===== src/rtl/irq_priority_ctrl_pkg.sv =====
// Shared types and constants for the 4-channel interrupt priority controller.
package irq_ctrl_pkg;

  localparam int NUM_IRQ = 4;
  localparam int VEC_W   = 2;

  // Presentation FSM: wait for work, present to CPU, wait for end-of-interrupt
  typedef enum logic [1:0] {
    IDLE    = 2'd0,
    REQ     = 2'd1,
    SERVICE = 2'd2
  } state_t;

  // One-hot expansion of a channel number
  function automatic logic [NUM_IRQ-1:0] vec_onehot(input logic [VEC_W-1:0] v);
    logic [NUM_IRQ-1:0] oh;
    oh    = '0;
    oh[v] = 1'b1;
    return oh;
  endfunction

endpackage


===== src/rtl/irq_priority_ctrl_prienc.sv =====
// 4-to-2 priority encoder: highest set index wins, z flags an all-zero input.
module priority_encoder4to2 (
  input  logic [3:0] a,
  output logic [1:0] out,
  output logic       z
);

  // Highest-index-first priority selection
  always_comb begin
    out = 2'd0;
    z   = 1'b0;
    if (a[3])      out = 2'd3;
    else if (a[2]) out = 2'd2;
    else if (a[1]) out = 2'd1;
    else if (a[0]) out = 2'd0;
    else           z   = 1'b1;
  end

endmodule


===== src/rtl/irq_priority_ctrl.sv =====
// 4-channel interrupt controller: rising-edge capture into a pending
// register, mask, priority select, valid/ack presentation with an ack
// timeout, and in-service tracking until end-of-interrupt.
// Optional macro IRQ_SYNC_EN adds a 2-flop synchroniser on irq.
module irq_priority_ctrl
  import irq_ctrl_pkg::*;
#(
  parameter int ACK_TIMEOUT = 15
) (
  input  logic               clk,
  input  logic               rst_n,
  input  logic [NUM_IRQ-1:0] irq,
  input  logic [NUM_IRQ-1:0] mask,
  input  logic               int_ack,
  input  logic               eoi,
  output logic               int_valid,
  output logic [VEC_W-1:0]   int_vec,
  output logic [NUM_IRQ-1:0] in_service,
  output logic               timeout
);

  localparam logic [7:0] CNT_LAST = 8'(ACK_TIMEOUT - 1);

  logic [NUM_IRQ-1:0] irq_in;

`ifdef IRQ_SYNC_EN
  // Edge history is trustworthy once all four input flops hold real samples
  localparam logic [2:0] ARM_LAST = 3'd4;

  logic [NUM_IRQ-1:0] sync1_reg;
  logic [NUM_IRQ-1:0] sync2_reg;

  // Two-flop synchroniser for asynchronous request lines
  always_ff @(posedge clk or negedge rst_n) begin
    if (!rst_n) begin
      sync1_reg <= '0;
      sync2_reg <= '0;
    end else begin
      sync1_reg <= irq;
      sync2_reg <= sync1_reg;
    end
  end

  assign irq_in = sync2_reg;
`else
  // Edge history is trustworthy once irq_s and irq_d hold real samples
  localparam logic [2:0] ARM_LAST = 3'd2;

  assign irq_in = irq;
`endif

  logic [NUM_IRQ-1:0] irq_s_reg;
  logic [NUM_IRQ-1:0] irq_d_reg;
  logic [2:0]         arm_reg;
  logic               armed;
  logic [NUM_IRQ-1:0] rise;
  logic [NUM_IRQ-1:0] clr;
  logic [NUM_IRQ-1:0] pending_reg;
  logic [NUM_IRQ-1:0] pending_next;
  logic               ack_take;

  state_t             state_reg;
  logic               int_valid_reg;
  logic [VEC_W-1:0]   int_vec_reg;
  logic [NUM_IRQ-1:0] in_service_reg;
  logic               timeout_reg;
  logic [7:0]         cnt_reg;

  logic [VEC_W-1:0]   enc_out;
  logic               enc_z;

  // Capture and delay stages for edge detection, plus warm-up counter
  always_ff @(posedge clk or negedge rst_n) begin
    if (!rst_n) begin
      irq_s_reg <= '0;
      irq_d_reg <= '0;
      arm_reg   <= '0;
    end else begin
      irq_s_reg <= irq_in;
      irq_d_reg <= irq_s_reg;
      if (arm_reg != ARM_LAST) arm_reg <= arm_reg + 3'd1;
    end
  end

  // A level already high when reset releases is not an edge: suppress
  // rise until the delay line has been filled from live samples.
  assign armed    = (arm_reg == ARM_LAST);
  assign ack_take = (state_reg == REQ) && int_ack;

  // Per-channel edge detect and pending update; a same-cycle set beats the clear
  for (genvar gi = 0; gi < NUM_IRQ; gi++) begin : g_chan
    assign rise[gi]         = armed & irq_s_reg[gi] & ~irq_d_reg[gi];
    assign clr[gi]          = ack_take && (int_vec_reg == VEC_W'(gi));
    assign pending_next[gi] = (pending_reg[gi] & ~clr[gi]) | rise[gi];
  end

  // Pending request register
  always_ff @(posedge clk or negedge rst_n) begin
    if (!rst_n) pending_reg <= '0;
    else        pending_reg <= pending_next;
  end

  priority_encoder4to2 u_enc (
    .a   (pending_reg & mask),
    .out (enc_out),
    .z   (enc_z)
  );

  // Presentation FSM with registered outputs and ack timeout
  always_ff @(posedge clk or negedge rst_n) begin
    if (!rst_n) begin
      state_reg      <= IDLE;
      int_valid_reg  <= 1'b0;
      int_vec_reg    <= '0;
      in_service_reg <= '0;
      timeout_reg    <= 1'b0;
      cnt_reg        <= '0;
    end else begin
      case (state_reg)
        IDLE: begin
          if (!enc_z) begin
            int_vec_reg   <= enc_out;
            int_valid_reg <= 1'b1;
            cnt_reg       <= '0;
            state_reg     <= REQ;
          end
        end
        REQ: begin
          // Vector stays frozen here even if a higher channel pends meanwhile
          if (int_ack) begin
            in_service_reg <= vec_onehot(int_vec_reg);
            int_valid_reg  <= 1'b0;
            state_reg      <= SERVICE;
          end else if (cnt_reg == CNT_LAST) begin
            timeout_reg   <= 1'b1;
            int_valid_reg <= 1'b0;
            state_reg     <= IDLE;
          end else begin
            cnt_reg <= cnt_reg + 8'd1;
          end
        end
        SERVICE: begin
          if (eoi) begin
            in_service_reg <= '0;
            state_reg      <= IDLE;
          end
        end
        default: begin
          state_reg     <= IDLE;
          int_valid_reg <= 1'b0;
        end
      endcase
    end
  end

  assign int_valid  = int_valid_reg;
  assign int_vec    = int_vec_reg;
  assign in_service = in_service_reg;
  assign timeout    = timeout_reg;

endmodule

===== config.mk =====
export PLATFORM = sky130hd
export DESIGN_NAME = irq_priority_ctrl
export DESIGN_NICKNAME = d
export VERILOG_FILES = /design/src/rtl/irq_priority_ctrl_pkg.sv /design/src/rtl/irq_priority_ctrl_prienc.sv /design/src/rtl/irq_priority_ctrl.sv
export SDC_FILE = /design/constraint.sdc
export NUM_CORES = 1
export LEC_CHECK = 0
export CAP_MARGIN = 30
export CORE_MARGIN = 4
export CORE_UTILIZATION = 40
export DETAILED_ROUTE_END_ITERATION = 8
export PLACE_DENSITY = 0.61
export SYNTH_ARGS = -nofsm -noshare
export SYNTH_HDL_FRONTEND = slang
export SYNTH_SLANG_ARGS = --single-unit

===== constraint.sdc =====
create_clock -name clk -period 2.8 [get_ports clk]
set_clock_uncertainty 0.15 [all_clocks]
set_input_delay 0.42 -clock clk [delete_from_list [all_inputs] [get_ports clk]]
set_output_delay 0.42 -clock clk [all_outputs]
set_load 0.03 [all_outputs]

==> impl_metrics.ini, run 1 <==
[timing]
hold_viol_final = 0
fmax_ghz = 0.452
worstMarginPinSlew_ns = 0.524
maxSlewViolCount = 0
layout_min_cycle_time_ns = 2.21
hold_ws_ns = 0.229
relSlewSlack_pct = 65.0
rsz0062_at_grt = false
post-route-period-util_pct = 79.1
setup_viol = 0
setup_tns_ns = 0

[critical_path]
r2r-start = cnt_reg[0]
ff2ff_setup_slack_ns = 0.59
critPathKind = reg -> reg
r2r_cells = 6
end_kind = flip-flop
worstReg2RegEnd = cnt_reg[1]
arrival_ns = 2.30
cp-startpoint = cnt_reg[0]
critPathRequiredTime_ns = 2.88
crit_fanout = 8
start_kind = flip-flop

[routing]
via_per_inst = 5.11
vias = 1017
first_pass_iters = 4
wl_met3_um = 143
wl_per_cell_um = 13.5
route.met2.wl_mm = 1.22
wl_mm = 2.68
routed.top_layer = met4
wl_met1_mm = 1.30
drc = 0
drt_iter0_drc = 75
postRouteAntennaNets = 0

[global_routing]
grt_pass1_vias = 981
overflow = 0
grt_max_degree = 34
grt_antenna_before_repair = 0
grt_first_pass_wirelength_mm = 4.52
grt.total_usage_pct = 13.7

[finish]
regArea_um2 = 826
fillers = 312
layout.nets = 168
multi_input_area_um2 = 531
stdcell_count = 199
syn2layout_area_growth_pct = 23.2
fin_util_pct = 51.5
largest_register_ff_count = 8
drive_gt1_share_pct = 9.15
antennaDiodeCount = 0

[yosys]
synth_edf_count = 0
synth_ff_type = dfrtp_1
netlist_top_cells_count = dfrtp_1, nand2_1, inv_1, o21ai_0
synth_cell_types = 36
yosysTopAreaCell = dfrtp_1
netlist_instances = 127
syn_avg_cell_area_um2 = 11.1
syn_nets = 143
seq_area_frac_synth_pct = 58.7
syn_area_um2 = 1410
synth_seq_cells = 33
ys_warn_count = 0
synth_top_area_share_pct = 58.7
async_reset_ff_share_pct = 100
synth_area_leaders = dfrtp_1, ha_1, nand2_1
yosysMostFrequentCell = dfrtp_1

[floorplanning]
io_pins = 20
die_h_um = 67.3
placementRows = 21
start_util_pct = 41.8
die_w_um = 67.3
core-area_um2 = 3360
die-area_um2 = 4530

[placed_design]
gp_congestion = 0.879
dp_cells = 191
dp_hpwl_mm = 1.91
port_buffers = 19

[clocking]
hold_buffers = 0
htree_levels = 2
clk_latency_ns = 0.34
clock-sinks = 33
clkTransAtPathRegs_ns = 0.12
cts_buffers = 5
cts-root-buf = clkbuf_4
cts_resized = 0
post-cts-setup-buffers = 0
clk_path_buf_depth = 2
tritoncts = yes

[hold_path]
hold_path_depth = 0
whs_endpoint = irq_d_reg[3]
hold_path.startpoint = irq_s_reg[3]
hp-class = reg -> reg

[power_and_ir_drop]
power_density_nw_per_um2 = 896
vdd_drop_max_mv = 0.415
leakagePower_nw = 0.789

[run]
drv_cap = 0

[status]
status = finished clean
power breakdown:
group / switching (W) / internal, W / total, W
clock: 0.000174 / 0.000189 / 0.000363
combinational: 0.000288 / 0.000213 / 0.000501
sequential: 0.000109 / 0.000580 / 0.000689
stage by stage:
stage / area (um^2) / setup slack [ns] / power, W
after floorplan: 1410 / 0.782 / 0.00102
after global placement: 1650 / 0.504 / 0.00119
after detailed placement: 1650 / 0.431 / 0.00120
after CTS: 1730 / 0.594 / 0.00157
after global routing: 1730 / 0.493 / 0.00165
final: 1730 / 0.585 / 0.00155
worst max-delay path by stage:
stage                       to  slack (ns)
detailed placement  cnt_reg[1]        0.43
CTS                 cnt_reg[1]        0.59
global placement    cnt_reg[1]        0.50
global route        cnt_reg[1]        0.49
floorplan           cnt_reg[1]        0.78
finish              cnt_reg[1]        0.59
cell usage in the layout, fill, tap and decap left out, types with 2 or more instances in the layout:
cell,instances
nand3_1,2
clkdlybuf4s50_1,19
a22oi_1,2
nand2b_1,2
inv_1,8
nand3b_1,3
and3_1,3
o21ai_0,8
nand2_1,13
nand4_1,2
a31oi_1,4
clkbuf_4,5
a32o_1,3
o21a_1,3
a21o_1,2
nor3_1,2
buf_4,2
nor2b_1,2
a21oi_1,7
ha_1,4
nor2_1,7
dfrtp_1,33
cell families after synthesis:
kind of cell / count (synthesis) / synth area share (%)
AOI/OAI and AO/OA: 34 / 16.0
xor gates and xnor gates: 1 / 0.623
adders and majority gates: 4 / 3.56
buffers and inverters: 11 / 3.56
DFF: 33 / 58.7
muxes: 2 / 1.87
and+or+nand+nor: 42 / 15.7
layout make-up:
type	instances	share of cell area (%)
clock inverter	3	2.67
timing repair buffer	21	11.8
inverter	8	1.73
multi-input combinational	83	30.6
clock buffer	5	2.17
tap	46	3.32
sequential	33	47.7
layer usage:
metal	global-route usage, %	up-vias
met1	18.2	491
li1	-	505
met3	5.99	2
met4	4.56	0
met2	19.9	19
met5	0	-
worst max-delay path: stages, from the launching register on:
cell and delay (ns):
dfrtp_1 0.42, inv_1 0.10, ha_1 0.15, nand4b_1 0.13
o41a_1 0.44, or2_1 0.39, mux2_4 0.33
No activity file was read; power rests on OpenSTA's default activity.
==> run 2: changes to the inputs <==
- PLACE_DENSITY: 0.61 -> 0.63
- clock period: 2.8 -> 1.9 ns (I/O delays scaled with it)
==> run 2 against run 1 <==
The run now ends with setup timing left; total power increased by 47%; non-clock buffer count increased by 12; die area unchanged; sequential cell count unchanged; sequential power increased by 47%; critical endpoint unchanged; largest cell class unchanged; highest routed layer unchanged.
==> impl_metrics.ini, run 2 (synthesized netlist as in run 1, its figures left out) <==
[finish]
layout.nets = 180
stdcell_count = 210
layout_common_cells = dfrtp_1, clkdlybuf4s50_1, nand2_1, buf_4
antennaDiodeCount = 0
layout_commonest_cell = dfrtp_1
drive_gt1_share_pct = 17.1
largest_register_ff_count = 8
syn2layout_area_growth_pct = 30.1
fin_util_pct = 54.4

[timing]
maxSlewViolCount = 0
post-route-period-util_pct = 100
setup_ws_ns = -0.00418
fmax_ghz = 0.525
relSlewSlack_pct = 65.8
hold_viol_final = 0
layout_min_cycle_time_ns = 1.90
setup_tns_ns = -0.00418
rsz0062_at_grt = true
worstMarginPinSlew_ns = 0.512
setup_viol = 1

[critical_path]
ff2ff_setup_slack_ns = -0.004
cp_num_buf_inv = 1
r2r_cells = 6
critPathRequiredTime_ns = 1.97
crit_fanout = 3
critPathKind = reg -> reg
start_kind = flip-flop
worstReg2RegEnd = cnt_reg[1]
arrival_ns = 1.98
r2r-start = cnt_reg[0]
cp_slowest_cell = dfrtp_1
cp_slowest_stage_delay_ns = 0.41
cpLargestDelayFamily = flip-flops
path_cells = inv_2, ha_4, nand4b_1, o41a_1, or2_1, mux2_4
end_kind = flip-flop

[floorplanning]
die_h_um = 67.3
die-area_um2 = 4530
placementRows = 21
die_w_um = 67.3
core-area_um2 = 3360
start_util_pct = 41.8
io_pins = 20

[clocking]
clk_path_buf_depth = 2
cts-root-buf = clkbuf_4
tritoncts = yes
hold_buffers = 0
clkTransAtPathRegs_ns = 0.09
clock-sinks = 33
cts_buffers = 5
clk_latency_ns = 0.33
htree_levels = 2

[placed_design]
dp_cells = 202
dp_hpwl_mm = 2.17
gp_congestion = 0.880
port_buffers = 19

[global_routing]
grt_pass1_vias = 1064
overflow = 0
grt_first_pass_wirelength_mm = 4.83
grt_max_degree = 34
grt_antenna_before_repair = 0
grt.total_usage_pct = 15.1

[routing]
vias = 1072
drt_iter0_drc = 92
wl_per_cell_um = 14.3
postRouteAntennaNets = 0
via_per_inst = 5.10
wl_mm = 3.01
drc = 0
first_pass_iters = 4

[hold_path]
hp-class = in -> async

[status]
status = finished with violations
violations = setup timing

[power_and_ir_drop]
power_density_nw_per_um2 = 1250
vdd_drop_max_mv = 0.514
leakagePower_nw = 0.850

[run]
drv_cap = 0
[run 2: cell type report]
cell class / count / area [um^2]
inverters: 8 / 30.0
multi-input cells: 83 / 562
flip-flops and latches: 33 / 826
clock buffers: 7 / 55.1
well taps: 46 / 57.6
repair buffers: 33 / 299
fillers: 312 / 1530
[run 2: worst max path at each step]
stage	from	to	slack (ns)	depth (start not counted)
3_3_place_gp	mask[1]	cnt_reg[1]	-0.03	5
6_report	cnt_reg[0]	cnt_reg[1]	-0.004	6
5_1_grt	cnt_reg[0]	cnt_reg[1]	-0.05	6
2_1_floorplan	cnt_reg[0]	cnt_reg[1]	-0.12	7
4_1_cts	cnt_reg[0]	cnt_reg[0]	0.006	7
3_5_place_dp	mask[3]	cnt_reg[1]	-0.06	5
[run 2: timing repair]
item                                    in CTS  in global routing
pin swaps                                    2                  0
endpoints found under the setup margin       7                  8
buffers inserted                             0                  1
resized for setup                            3                  8
hold endpoints to repair                     0                  0
[run 2: where the power goes]
group / switching (W) / leakage, nW / total, W / internal [W]
clock: 0.000221 / 0.0314 / 0.000395 / 0.000174
sequential: 0.000155 / 0.404 / 0.00101 / 0.000855
combinational: 0.000487 / 0.415 / 0.000882 / 0.000395
total: 0.000863 / 0.850 / 0.00229 / 0.00142
[run 2: per-stage QoR]
| step | power [W] | hold WS, ns | setup WS [ns] | area, um^2 |
|---|---|---|---|---|
| floorplan | 0.00150 | -0.161 | -0.118 | 1410 |
| global placement | 0.00183 | 0.213 | -0.0344 | 1730 |
| detailed placement | 0.00187 | 0.215 | -0.0594 | 1730 |
| CTS | 0.00226 | 0.195 | 0.00620 | 1780 |
| global route | 0.00245 | 0.212 | -0.0515 | 1830 |
| finish | 0.00229 | 0.197 | -0.00418 | 1830 |
[run 2: metal layers]
| layer | vias up | share of wire [%] | global-route usage [%] | wire [um] |
|---|---|---|---|---|
| met3 | 6 | 5.4 | 6.49 | 162 |
| met2 | 30 | 47 | 22.9 | 1410 |
| met1 | 511 | 46 | 18.2 | 1390 |
| met5 | - | 0 | 0 | 0 |
| met4 | 0 | 1.5 | 7.59 | 46 |
| li1 | 525 | - | - | - |
==> run 3: changes to the inputs <==
- CTS_CLUSTER_DIAMETER: unset -> 30
==> results of run 3 <==
No change in the layout: final DEF, timing and power equal those of run 2.
